`src/rtl/rf_write_port_arbiter.sv`:
```
// ---------------------------------------------------------------------------
// rf_write_port_arbiter
//   Owns the single register-file write port and shares it between the
//   pipeline write-back stage and the debug unit. Write-back has priority;
//   a debug request blocked for MAX_WAIT consecutive cycles forces a
//   one-cycle pipeline stall so that the debug write can proceed.
//   Register-file outputs are registered: one cycle from acceptance to write.
//
// Ports
//   i_clk, i_reset           clock (rising edge), async active-high reset
//   i_wb_we/addr/data        write-back stage write request (addr resolved)
//   i_dbg_valid/addr/data    debug write request, held stable until accepted
//   o_dbg_ready              combinational grant for the debug request
//   o_stall_pipe             freezes PC and all pipeline regs incl. MEM/WB
//   o_rf_we/addr/data        registered register-file write port
//
// MAX_WAIT must be >= 1.
// ---------------------------------------------------------------------------
module rf_write_port_arbiter #(
    parameter int unsigned NB_DATA        = 32,
    parameter int unsigned NB_REG_ADDRESS = 5,
    parameter int unsigned MAX_WAIT       = 4
) (
    input  logic                      i_clk,
    input  logic                      i_reset,
    input  logic                      i_wb_we,
    input  logic [NB_REG_ADDRESS-1:0] i_wb_addr,
    input  logic [NB_DATA-1:0]        i_wb_data,
    input  logic                      i_dbg_valid,
    input  logic [NB_REG_ADDRESS-1:0] i_dbg_addr,
    input  logic [NB_DATA-1:0]        i_dbg_data,
    output logic                      o_dbg_ready,
    output logic                      o_stall_pipe,
    output logic                      o_rf_we,
    output logic [NB_REG_ADDRESS-1:0] o_rf_addr,
    output logic [NB_DATA-1:0]        o_rf_data
);

    localparam int unsigned CNT_W = $clog2(MAX_WAIT + 1);
    localparam logic [CNT_W-1:0] CNT_MAX = CNT_W'(MAX_WAIT);
    localparam logic [CNT_W-1:0] CNT_ONE = CNT_W'(1);

    typedef enum logic [1:0] {
        ST_IDLE  = 2'd0,
        ST_WAIT  = 2'd1,
        ST_FORCE = 2'd2
    } state_t;

    state_t                    state_q, state_d;
    logic [CNT_W-1:0]          cnt_q, cnt_d;
    logic [CNT_W-1:0]          cnt_inc;
    logic                      rf_we_q, rf_we_d;
    logic [NB_REG_ADDRESS-1:0] rf_addr_q, rf_addr_d;
    logic [NB_DATA-1:0]        rf_data_q, rf_data_d;

    logic                      wb_active;
    logic                      dbg_ready;
    logic                      dbg_accept;

    // Writes to r0 are architecturally discarded, so they never occupy the port.
    assign wb_active  = i_wb_we & (i_wb_addr != '0);
    assign dbg_accept = i_dbg_valid & dbg_ready;

    // Next-state / grant logic for the starvation guard.
    always_comb begin
        state_d   = state_q;
        cnt_d     = cnt_q;
        dbg_ready = 1'b0;
        cnt_inc   = cnt_q + CNT_ONE;

        case (state_q)
            ST_IDLE: begin
                dbg_ready = i_dbg_valid & ~wb_active;
                if (i_dbg_valid & wb_active) begin
                    cnt_d   = CNT_ONE;
                    state_d = (MAX_WAIT == 1) ? ST_FORCE : ST_WAIT;
                end
            end

            ST_WAIT: begin
                dbg_ready = i_dbg_valid & ~wb_active;
                // Accepted or withdrawn: either way the wait is over.
                if (!i_dbg_valid || !wb_active) begin
                    state_d = ST_IDLE;
                    cnt_d   = '0;
                end else begin
                    cnt_d   = cnt_inc;
                    state_d = (cnt_inc == CNT_MAX) ? ST_FORCE : ST_WAIT;
                end
            end

            ST_FORCE: begin
                // Debug wins unconditionally; the stalled write-back re-presents.
                dbg_ready = i_dbg_valid;
                state_d   = ST_IDLE;
                cnt_d     = '0;
            end

            default: begin
                state_d = ST_IDLE;
                cnt_d   = '0;
            end
        endcase
    end

    // Write-port source selection; address/data hold when the port is idle.
    always_comb begin
        rf_we_d   = 1'b0;
        rf_addr_d = rf_addr_q;
        rf_data_d = rf_data_q;

        if (dbg_accept) begin
            // A debug write to r0 still completes its handshake but writes nothing.
            rf_we_d   = (i_dbg_addr != '0);
            rf_addr_d = i_dbg_addr;
            rf_data_d = i_dbg_data;
        end else if (wb_active) begin
            rf_we_d   = 1'b1;
            rf_addr_d = i_wb_addr;
            rf_data_d = i_wb_data;
        end
    end

    // State and write-port registers.
    always_ff @(posedge i_clk or posedge i_reset) begin
        if (i_reset) begin
            state_q   <= ST_IDLE;
            cnt_q     <= '0;
            rf_we_q   <= 1'b0;
            rf_addr_q <= '0;
            rf_data_q <= '0;
        end else begin
            state_q   <= state_d;
            cnt_q     <= cnt_d;
            rf_we_q   <= rf_we_d;
            rf_addr_q <= rf_addr_d;
            rf_data_q <= rf_data_d;
        end
    end

    assign o_dbg_ready  = dbg_ready;
    assign o_stall_pipe = (state_q == ST_FORCE);
    assign o_rf_we      = rf_we_q;
    assign o_rf_addr    = rf_addr_q;
    assign o_rf_data    = rf_data_q;

endmodule

```
`config.mk`:
```
export PLATFORM = sky130hd
export DESIGN_NAME = rf_write_port_arbiter
export DESIGN_NICKNAME = d
export VERILOG_FILES = /design/src/rtl/rf_write_port_arbiter.sv
export SDC_FILE = /design/constraint.sdc
export NUM_CORES = 1
export LEC_CHECK = 0
export CAP_MARGIN = 5
export CORE_MARGIN = 1.5
export CORE_UTILIZATION = 34
export DETAILED_ROUTE_END_ITERATION = 10
export GPL_TIMING_DRIVEN = 0
export PLACE_DENSITY = 0.76
export SETUP_SLACK_MARGIN = 0.2
export SLEW_MARGIN = 5
export SYNTH_ARGS = -nofsm -noshare
export SYNTH_HDL_FRONTEND = slang
export SYNTH_SLANG_ARGS = --single-unit
```
`constraint.sdc`:
```
create_clock -name i_clk -period 1.5 [get_ports i_clk]
set_input_delay 0.3 -clock i_clk [delete_from_list [all_inputs] [get_ports i_clk]]
set_output_delay 0.3 -clock i_clk [all_outputs]
set_load 0.05 [all_outputs]
```
==> summary.txt <==
Logic synthesis
  • Ys async rst share: 100.0%
  • Post-synthesis mux area share: 0.5445%
  • Dominant synthesized flop cell: dfrtp_1
  • Syn avg cell area: 8.764 sq um
  • Synth Area in XOR/XNOR: 0.4235%
  • Syn. warnings: 0
  • Mapped Cells: 236
  • Synth cell types: 30
  • #FFs+latches synth: 43
  • Synth Area in Adders: 1.210%
  • Compound-gate portion of the synthesized area: 15.25%
  • EDFF count, synth: 0
  • Largest family of logic cells by synthesized area: simple AND/OR/NAND/NOR gates
  • Register area share after synthesis: 52.03%
  • Synthesized area: 0.002068 sq mm
  • Simple-gate share of the synthesized area: 25.05%
  • Syn_nets: 316

Die
  • Starting Density: 35.14%
  • Die area: 0.006560 sq mm
  • Horiz. Die Dim: 81.00 microns
  • FP Rows: 28
  • Core area: 0.005886 sq mm
  • DIE HEIGHT: 81.00 microns
  • # IOs: 118

Power
  • Gate power share: 39.3%
  • PD cells: 907.3 mW/mm^2
  • Switching Share: 35.93%
  • Tot Pwr: 3809 uW
  • Sw power: 1368 uW
  • Internal power: 2440 uW
  • Clk pwr share: 25.0%
  • Reg power frac: 35.7%
  • Static Leak: 0.001815 uW
  • Max VDD drop: 0.4749 mV

Global routing
  • Largest net degree at the start of global routing: 44
  • Global Route Usage Sum: 22.69%
  • Global-route wire length before repair: 11320 microns
  • Antenna violations before repair: 0
  • GRT overflow: 0
  • Vias in the first global route: 2418

Timing
  • Crit share post-route: 132.4%
  • Max Freq: 0.5036 GHz
  • Slew Limit Fails: 0
  • RSZ-0062 raised after global routing: yes
  • Hold slack final: 0.3569 ns
  • Final worst slack: -0.4857 ns
  • Post-Route Skew: 0.006397 ns
  • Slew HR: 37.82%
  • Final Hold Fails: 0
  • Slew @ Worst Pin: 0.9308 ns
  • Minimum clock period: 1.986 ns
  • Endpoints failing setup: 40

Setup path
  • Critical Path RT: 1.20 ns
  • Max FO, Critical Path: 4
  • Worst Path Buf+Inv: 5
  • Data arrival, critical path: 1.69 ns
  • Slowest stage cell, crit path: dfrtp_1
  • Crit path kind: reg -> out
  • Worst setup SP type: register
  • CP max stage delay: 0.38 ns
  • Worst path cell trace: buf_6, nor4b_4, a211oi_4, buf_6, buf_8, clkinvlp_4, buf_8
  • Worst path top cell family by delay: buffers and inverters
  • Setup crit end kind: primary output

Clock tree
  • Clock Pin Slew Worst Setup and Hold Paths: 0.08 ns
  • Hold-fix buffers, CTS: 0
  • Clock buffer depth: 2
  • H-tree depth: 2
  • Clk sinks: 43
  • Cts bufs inserted: 5
  • CTS tree: done
  • Root Buffer: clkbuf_8
  • Clk_lat worst skew: 0.30 ns

Placement
  • Post-DP HPWL: 4527 microns
  • GP Congestion: 0.7047
  • Placed insts: 427
  • I/O Buffers: 116
  • Area after DPL: 0.003376 sq mm

Layout
  • Share of layout cells above drive strength 1: 40.40%
  • Multi-input gate area: 0.001256 sq mm
  • Post-route cell area: 0.004198 sq mm
  • Final Core Density: 71.32%
  • Fin cells: 471
  • Fin nets: 475
  • Area occupied by registers: 0.001077 sq mm
  • Fill cells: 462
  • Layout area overhead: 103.0%
  • Antenna fix cells: 0

Drt
  • DR WL/cell: 16.08 microns
  • DRC Markers: 0
  • Total wire length: 7572 microns
  • Via count: 2372
  • DR iter-0 viols: 84
  • Drt first pass iters: 4
  • Vias per inst: 5.036
  • Antenna viol nets, final: 0

Run status
  • Failing checks: setup timing
  • Status: finished with violations

Flow run
  • Max-cap violations: 0

Hold path
  • HP Class: in -> reg
Yosys cell counts (all sizes together) (2+ instances only):
cell	count	area (sq um)
ha	2	25.02
a21oi	7	35.03
nor2	38	142.6
nand4	2	12.51
nor2b	2	12.51
dfrtp	43	1076
nand2	64	240.2
nor3b	2	15.01
a22oi	5	37.54
nor3	3	15.01
inv	2	7.510
nand3b	2	15.01
buf	17	102.6
a31oi	33	206.5
cell families after synthesis:
kind of cell               Yosys count
buffers and inverters               20
AOI/OAI and AO/OA                   49
muxes                                1
adders and majority gates            2
xor gates and xnor gates             1
DFF                                 43
and+or+nand+nor                    120
power by group through the flow:
stage	registers [uW]	clock network [uW]	logic (uW)
floorplan	1830	0	284
global placement	1380	0	1260
detailed placement	1390	0	1270
CTS	1360	957	1360
global route	1380	1010	1570
finish	1360	952	1500
area by class of cell:
cell class | count | share of cell area [%]
multi-input combinational | 173 | 29.93
timing repair buffer | 152 | 33.44
clock buffer | 6 | 1.967
clock inverter | 2 | 0.8346
sequential | 43 | 25.66
buffer | 18 | 5.574
inverter | 2 | 0.3577
tap | 75 | 2.235
placed cells by master, fill, tap and decap left out, types with 3 or more instances in the layout:
cell type and instances:
a21oi_1 4, a21oi_2 3, a22oi_1 5, a31oi_1 17
a31oi_4 14, buf_12 6, buf_16 4, buf_2 45
buf_4 22, buf_6 11, buf_8 10, clkbuf_8 6
clkdlybuf4s50_1 70, dfrtp_1 42, nand2_1 64, nor2_1 18
nor2_2 12, nor2_4 8
per-stage QoR:
stage / setup slack (ns) / setup TNS (ns)
global route: -0.5476 / -12.69
finish: -0.4857 / -10.13
CTS: -0.4821 / -5.734
detailed placement: -1.416 / -26.96
global placement: -1.435 / -26.78
floorplan: -0.2674 / -0.2674
registers in the layout (all words and copies together) (netlist names):
| register | count |
|---|---|
| o_rf_addr | 5 |
| o_rf_data | 32 |
| cnt_q | 3 |
| o_rf_we | 1 |
| state_q | 2 |
routing by layer:
layer | track usage, % | share of wire, % | wire (microns)
met1 | 26.87 | 41 | 3108
met3 | 5.618 | 6.4 | 488
met5 | 0 | 0 | 0
met2 | 40.25 | 52 | 3904
met4 | 7.069 | 0.92 | 70
worst paths after layout:
kind	startpoint	end	slack [ns]	cells after the start
worst max-delay path	state_q[1]	o_dbg_ready	-0.49	7
worst min-delay path	i_wb_addr[0]	o_rf_addr[0]	0.36	3
worst max register to register	state_q[1]	o_rf_we	-0.39	10
worst min register to register	o_rf_data[2]	o_rf_data[2]	0.54	2
max in group asynchronous	i_reset	state_q[0]	0.38	2
min in group asynchronous	i_reset	o_rf_data[28]	0.54	2
timing repair:
action,4_1_cts,5_1_grt
resized for setup,293,39
gates cloned,6,0
pin swaps,15,11
endpoints found under the setup margin,83,44
buffers inserted,21,9
endpoints found under the hold margin,0,0
worst register-to-register path, delay by kind of cell, from the launching register on:
kind / cells / cell delay [ns]
compound gates: 2 / 0.17
buf+inv: 6 / 0.77
flops: 1 / 0.38
simple gates: 2 / 0.47
No activity file was read; power rests on OpenSTA's default activity.
==> variant (same flow settings) <==
Encoding of `state_t`: now one-hot (3 bits for 3 states).
--- a/src/rtl/rf_write_port_arbiter.sv
+++ b/src/rtl/rf_write_port_arbiter.sv
@@ -41,8 +41,8 @@
     localparam logic [CNT_W-1:0] CNT_ONE = CNT_W'(1);
 
-    typedef enum logic [1:0] {
-        ST_IDLE  = 2'd0,
-        ST_WAIT  = 2'd1,
-        ST_FORCE = 2'd2
+    typedef enum logic [2:0] {
+        ST_IDLE  = 3'b001,
+        ST_WAIT  = 3'b010,
+        ST_FORCE = 3'b100
     } state_t;
 
Check against the original RTL: same outputs for any inputs over 10 cycles, from zero or initial values and one cycle with i_reset high; not proved beyond that.
==> variant against the original RTL <==
Worst setup slack worse by 0.12 ns. Total power is 4.0% higher. Worst hold slack better by 0.0051 ns. Sequential power rose by 7%. Combinational power increased by 18%. Area after synthesis is 12% higher. Register-to-register slack got worse by 0.19 ns. Routed wire length fell by 16%. Final area decreased by 1.8%. Critical endpoint unchanged. Clock power is 22% lower. The run still ends with setup timing left. Via count shrank 20%. Sequential cell count rose by 1. Count of clock-buffer cells in the layout down 1.
==> variant: results (changes against the original RTL) <==
Outcome
  • Status: finished, violations left (unchanged)
  • Failing checks: setup timing (unchanged)

Drt
  • Routed len/inst: 16.3 um (was 16.1 um)
  • Vias per cell: 4.85 (was 5.04)
  • DRT Pass-1 Iters: 4 (unchanged)
  • Vias: 1886 (was 2372)
  • Detail Route Antenna Nets: 0 (unchanged)
  • DRT iter0 DRCs: 25 (was 84)

Placed design
  • GPL Wtd Cong: 0.717 (was 0.705)
  • Placed cells: 354 (was 427)
  • Detailed placer's ending HPWL: 4.33 mm (was 4.53 mm)

Synth
  • Main synth FF type: dfrtp_1 (unchanged)
  • Top post-synthesis cells by count: 50 x mux2_2, 43 x dfrtp_1, 19 x mux2_4 (was 64 x nand2_1, 43 x dfrtp_1, 38 x nor2_1)
  • Post-synthesis instance total: 161 (was 236)
  • Synth area leaders: dfrtp_1 46%, mux2_2 24%, mux2_4 12% (was dfrtp_1 52%, nand2_1 12%, a31oi_1 10%)
  • Synth Warn #: 0 (unchanged)
  • Distinct cells, synth: 32 (was 30)
  • Post-Synthesis Net Count: 241 (was 316)
  • Sequential share of the synthesized area: 47.4% (was 52.0%)
  • FFs w/ async S/R, synth: 100% (unchanged)

Clock tree
  • Clk_lat worst skew: 0.30 ns (about the same)
  • Total CTS buffers: 5 (unchanged)
  • CTS max path bufs: 2 (unchanged)

Worst setup path
  • Slowest stage delay, CP: 0.62 ns (was 0.38 ns)
  • Critical Path Fanout Max: 3 (was 4)
  • WP data arrival: 1.81 ns (was 1.69 ns)
  • Crit-path leading delay family: flip-flops (was buffers and inverters)
  • R2R setup slack: -0.58 ns (was -0.39 ns)
  • Slowest cell on crit path: dfstp_2 (was dfrtp_1)

STA
  • Final Hold Fails: 0 (unchanged)
  • Final hold slack: 0.362 ns (was 0.357 ns)
  • Final number of setup-violating endpoints: 45 (was 40)
  • TNS Setup: -18.17 ns (was -10.13 ns)
  • Final setup margin: -0.606 ns (was -0.486 ns)
  • Slew margin rel.: 64.8% (was 37.8%)
  • Worst Clk Skew: 0.00573 ns (was 0.00640 ns)

Global route
  • Initial antenna violation count: 0 (unchanged)
  • Gr usage total: 17.7% (was 22.7%)
  • Largest net degree at the start of global routing: 45 (was 44)
  • Global-route wire length before repair: 10.1 mm (was 11.3 mm)
  • Vias in the first global route: 2053 (was 2418)

Layout
  • Share of cells above drive strength 1: 57.1% (was 40.4%)
  • Filler cells: 515 (was 462)
  • ANT cells: 0 (unchanged)
  • Final #Nets: 391 (was 475)
  • Max FFs per register: 32 (unchanged)

Power and ir drop
  • Cell-internal power: 2.51 mW (was 2.44 mW)
  • Maximum vdd ir drop: 445 uV (was 475 uV)
  • Pleak: 1.93 nW (was 1.82 nW)

Worst hold path
  • Worst hold path type: in -> reg (unchanged)
## variant: cell count changes in the layout (fill, tap and decap cells not counted), moves of 6 or more
cell and change:
a31oi_1 -16, a22o_1 +6, nor2_4 -8, nand2_1 -63, a31oi_4 -14, mux2_4 +45, nor2_2 -11, buf_4 -15
mux2_2 +23, nor2_1 -17
## variant: repair_timing
item	in CTS	in global routing
pin swaps	15	6
cloned	3	1
setup endpoints to repair	84	48
gates resized for setup	267	6
buffers inserted	20	3
## variant: layout make-up
type	instances	area, sq um	share of cell area, %
Multi-Input combinational cell	107	1370	33.2
Timing Repair Buffer	142	1330	32.3
Sequential cell	44	1100	26.8
Buffer	8	114	2.76
Tap cell	77	96.3	2.34
Clock buffer	5	68.8	1.67
Clock inverter	3	18.8	0.456
Inverter	2	15.0	0.364
Timing Repair inverter	1	7.51	0.182
## variant: layer usage
layer,wire (um),GRT usage (%),vias up
li1,-,-,895
met1,2590,21.2,926
met4,51,3.52,0
met5,0,0,-
met2,3330,31.7,58
met3,387,5.29,7
## variant: power by group through the flow
| stage | Combinational (mW) | Sequential (mW) | Clock, mW |
|---|---|---|---|
| after CTS | 1.75 | 1.45 | 0.776 |
| after global routing | 1.85 | 1.48 | 0.825 |
| after detailed placement | 1.73 | 1.47 | 0 |
| after floorplan | 0.556 | 2.03 | 0 |
| final | 1.77 | 1.45 | 0.742 |
| after global placement | 1.71 | 1.47 | 0 |
## variant: tightest hold or removal path, stage by stage
cell and delay [ns]:
buf_6 0.07, a22o_1 0.13, mux2_4 0.13
## variant: cells by family after synthesis
kind of cell	after synthesis	share of synthesized area, %
flops	44	47.4
buf+inv	10	3.60
simple gates	18	4.90
fa+ha+maj	2	1.08
compound gates	16	5.76
mux	70	36.9
xor+xnor	1	0.377
## variant: stage by stage
stage / setup WS [ns] / instance area (sq um)
floorplan: -0.456 / 2470
global placement: -1.62 / 3730
detailed placement: -1.63 / 3730
CTS: -0.593 / 4050
global route: -0.675 / 4120
finish: -0.606 / 4120
## variant: worst paths after layout
kind / start / to / depth (start not counted)
max: state_q[0] / o_dbg_ready / 7
min: i_wb_addr[0] / o_rf_addr[0] / 3
max reg2reg: state_q[0] / o_rf_addr[3] / 9
min reg2reg: cnt_q[2] / cnt_q[2] / 1
max in group asynchronous: i_reset / state_q[0] / 2
min in group asynchronous: i_reset / state_q[1] / 2
